**src/rtl/ula_seq.sv**
```systemverilog
// Sequencer around an external combinational ALU: accumulator load, one-cycle
// execute and a valid/ready result hold stage with a completed-operation counter.
module ula_seq (
    input  logic       clk,
    input  logic       rst,
    input  logic       in_valid,
    output logic       in_ready,
    input  logic       in_load,
    input  logic [1:0] in_op,
    input  logic [7:0] in_data,
    output logic [7:0] ula_a,
    output logic [7:0] ula_b,
    output logic [1:0] ula_cond,
    input  logic [7:0] ula_out,
    input  logic       ula_carry,
    output logic       res_valid,
    input  logic       res_ready,
    output logic [7:0] res_data,
    output logic       res_carry,
    output logic [7:0] acc,
    output logic [7:0] op_count
);

    typedef enum logic [1:0] {
        IDLE = 2'd0,
        EXEC = 2'd1,
        HOLD = 2'd2
    } state_t;

    state_t     state;
    state_t     next_state;
    logic [7:0] b_reg;
    logic [1:0] op_reg;
    logic       accept_cmd;
    logic       accept_res;

    assign accept_cmd = (state == IDLE) && in_valid;
    assign accept_res = (state == HOLD) && res_valid && res_ready;

    always_ff @(posedge clk) begin
        if (rst) begin
            state <= IDLE;
        end else begin
            state <= next_state;
        end
    end

    always_comb begin
        next_state = state;
        case (state)
            IDLE:    if (in_valid && !in_load) next_state = EXEC;
            EXEC:    next_state = HOLD;
            HOLD:    if (accept_res) next_state = IDLE;
            default: next_state = IDLE;
        endcase
    end

    always_comb begin
        in_ready = (state == IDLE);
    end

    // ALU operands come straight from registers so they only move on write edges
    assign ula_a    = acc;
    assign ula_b    = b_reg;
    assign ula_cond = op_reg;

    always_ff @(posedge clk) begin
        if (rst) begin
            acc       <= 8'h00;
            b_reg     <= 8'h00;
            op_reg    <= 2'b00;
            res_data  <= 8'h00;
            res_carry <= 1'b0;
            res_valid <= 1'b0;
            op_count  <= 8'h00;
        end else begin
            if (accept_cmd) begin
                if (in_load) begin
                    acc <= in_data;
                end else begin
                    b_reg  <= in_data;
                    op_reg <= in_op;
                end
            end
            if (state == EXEC) begin
                res_data  <= ula_out;
                res_carry <= ula_carry;
                res_valid <= 1'b1;
                // add/sub write back; compare-style ops leave the accumulator alone
                if (!op_reg[1]) begin
                    acc <= ula_out;
                end
            end
            if (accept_res) begin
                res_valid <= 1'b0;
                op_count  <= op_count + 8'd1;
            end
        end
    end

endmodule

```
**config.mk**
```make
export PLATFORM = sky130hd
export DESIGN_NAME = ula_seq
export DESIGN_NICKNAME = d
export VERILOG_FILES = /design/src/rtl/ula_seq.sv
export SDC_FILE = /design/constraint.sdc
export NUM_CORES = 1
export LEC_CHECK = 0
export BUFFER_PORTS_ARGS = -buffer_cell sky130_fd_sc_hd__buf_2
export CORE_AREA = 2 2 47 82
export CTS_BUF_LIST = sky130_fd_sc_hd__clkbuf_8 sky130_fd_sc_hd__clkbuf_16
export DETAILED_ROUTE_END_ITERATION = 10
export DIE_AREA = 0 0 49 84
export PLACE_DENSITY = 0.79
export SKIP_CTS_REPAIR_TIMING = 1
export SYNTH_ARGS = -nofsm -noshare
export SYNTH_HDL_FRONTEND = slang
export SYNTH_SLANG_ARGS = --single-unit
```
**constraint.sdc**
```tcl
create_clock -name clk -period 3.2 [get_ports clk]
set_input_delay 0.32 -clock clk [delete_from_list [all_inputs] [get_ports clk]]
set_output_delay 0.32 -clock clk [all_outputs]
set_load 0.01 [all_outputs]
```
==> impl_metrics.tcl <==
set metrics [dict create \
    outcome "finished clean" \
    gp_congestion 0.7280 \
    cp_cell_sequence "or3b_1, nor2_1, a211oi_2" \
    setup_viol 0 \
    grt_pass1_wl_um 5789 \
    fin_skew_ps 7.408 \
    io_pins 69 \
    synth_nets 209 \
    drt_iter0_drc 25 \
    worst_path_largest_cell_delay_ps 670 \
    setup.worst_path.start_class "register" \
    fin_crit_ps 1584 \
    final_nets 264 \
    viasPerCell 5.003 \
    cap_violations 0 \
    grt_usage_pct 17.79 \
    portBuffers 68 \
    clkTransAtPathRegs_ps 80 \
    synth_cells 184 \
    fin_area_sq_um 2016 \
    antenna_found_initial 0 \
    grt_overflow_total 0 \
    rsz0062_at_grt "false" \
    area_growth_pct 22.05 \
    grt_pass1_vias 1380 \
    peakVddDrop_uv 365.0 \
    cts_root_buffer "clkbuf_8" \
    dieArea_sq_um 4116 \
    dr.pass1.iters 4 \
    end_kind "register" \
    critPathArrivalTime_ps 1730 \
    tightest_slew_ps 820.7 \
    power_density_nw_per_um2 479.6 \
    htreeDepth 2 \
    yosysSeqAreaShare_pct 46.06 \
    ys_warn_count 0 \
    numCtsBuffers 5 \
    setup.worst_path.class "register to register" \
    die_x_um 49 \
    ys_types 29 \
    clock_latency_ps 290 \
    wl_per_cell_um 12.12 \
    grt_max_degree 40 \
    slew_headroom_pct 45.14 \
    antennaDiodeCount 0 \
    timing.setup.tns_ps 0 \
    whs_path_depth 3 \
    ys_ff_latch 38 \
    hold_viol_final 0 \
    routed_wl_um 3466 \
    dieHeight_um 84 \
    period_share_pct 49.50 \
    rows 29 \
    placed_cell_area_sq_um 1921 \
    cts_tree "done" \
    synth_area_per_cell_sq_um 8.976 \
    cts.sinks 38 \
    final_max_slew_viol_count 0 \
    ff2ff_path_depth 3 \
    path_max_fanout 16 \
    leakage_nw 0.9179 \
    start_util_pct 46.92 \
    fmax_mhz 631.3 \
    drc 0 \
    drive_gt1_share_pct 37.08 \
    syn_area_sq_um 1652 \
    cts_max_path_buffers 2 \
    cp_slowest_cell "or3b_1" \
    dp_hpwl_um 2544 \
    dr_total_vias 1431 \
    postRouteAntennaNets 0 \
    required_ps 3350 \
    hold_class "input pin to register" \
    core_sq_um 3520 \
    reg2reg_slack_ps 1620 \
]
==> layout by cell type, fill, tap and decap left out, types with 2 or more instances in the layout <==
| cell | n |
|---|---|
| a21oi_1 | 25 |
| nand2_1 | 41 |
| o21ai_0 | 2 |
| inv_1 | 3 |
| mux2i_1 | 9 |
| nor2_1 | 14 |
| a211oi_2 | 8 |
| buf_2 | 68 |
| dfxtp_1 | 38 |
| o31ai_1 | 4 |
| clkbuf_8 | 6 |
| or4_1 | 4 |
| nor2b_1 | 2 |
==> through the flow <==
step	util [%]	power, mW	std cells	setup slack [ps]	hold slack [ps]
finish	57.27	0.9668	286	1616	270.1
floorplan	-	0.6016	184	1753	456.0
CTS	57.27	0.9797	286	1634	262.0
detailed placement	54.57	0.6410	278	1637	444.2
global placement	54.57	0.6383	278	1664	439.5
global route	57.27	1.009	286	1494	274.7
==> logic make-up (layout without fill, tap and decap cells) <==
kind of cell	Yosys count	in the layout	share of synthesized area, %
AOI/OAI and AO/OA	39	39	16.06
xor gates and xnor gates	1	1	0.5304
adders and majority gates	1	1	0.7575
buffers and inverters	23	79	8.485
DFF	38	38	46.06
muxes	10	10	6.137
and+or+nand+nor	72	72	21.97
==> registers in the layout (all words and copies together) (netlist names) <==
name	flops
acc	8
op_count	8
res_data	8
ula_b	8
state	2
ula_cond	2
res_carry	1
res_valid	1
==> cell usage after synthesis <==
master | instances | area [sq um]
or3_1 | 1 | 6.260
nor4_2 | 1 | 12.51
xor2_1 | 1 | 8.760
nor4b_2 | 1 | 15.01
buf_2 | 4 | 20.02
nor2b_1 | 2 | 12.51
or4b_1 | 1 | 10.01
buf_6 | 2 | 22.52
o21ai_0 | 2 | 10.01
buf_4 | 9 | 67.56
nand3b_1 | 1 | 7.510
nand2_1 | 41 | 153.9
mux2_2 | 1 | 11.26
nand2b_1 | 1 | 6.260
inv_1 | 3 | 11.26
a21oi_1 | 25 | 125.1
nand4b_4 | 1 | 23.77
a211oi_2 | 8 | 100.1
nand3_1 | 1 | 5.000
nor2_1 | 14 | 52.55
o31ai_1 | 4 | 30.03
dfxtp_1 | 38 | 760.7
and4bb_2 | 1 | 12.51
nand4_1 | 1 | 6.260
ha_1 | 1 | 12.51
clkbuf_1 | 5 | 18.77
mux2i_1 | 9 | 90.09
or3b_1 | 1 | 8.760
or4_1 | 4 | 30.03
==> critical path: cells and delay by family, from the launching register on <==
kind | cells | cell delay (ps)
compound gates | 1 | 60
simple gates | 2 | 900
flops | 1 | 480
==> layer usage <==
| layer | share of wire (%) | GRT usage [%] |
|---|---|---|
| met1 | 40 | 17.95 |
| met2 | 52 | 32.38 |
| met3 | 5.9 | 5.376 |
| met4 | 2.3 | 8.312 |
| met5 | 0 | 0 |
==> final timing paths <==
check | start | end
setup reg to reg | state[0] | acc[0]
hold / removal | in_op[1] | ula_cond[1]
hold reg to reg | ula_b[2] | ula_b[2]
setup / recovery | state[0] | acc[0]
==> final cells by class <==
class                   count  area (sq um)
clock buffers               6         82.58
clock inverters             2         12.51
fillers                   348          1504
inverters                   3         11.26
multi-input cells         123         750.7
flip-flops and latches     38         760.7
well taps                  46         57.56
repair buffers             68         340.3
==> where the power goes <==
part	total [mW]	switching, mW	internal (mW)
clock	0.338	0.165	0.173
sequential	0.507	0.0143	0.493
combinational	0.121	0.0681	0.0530
Note: power is estimated with default switching activity, not from simulation.
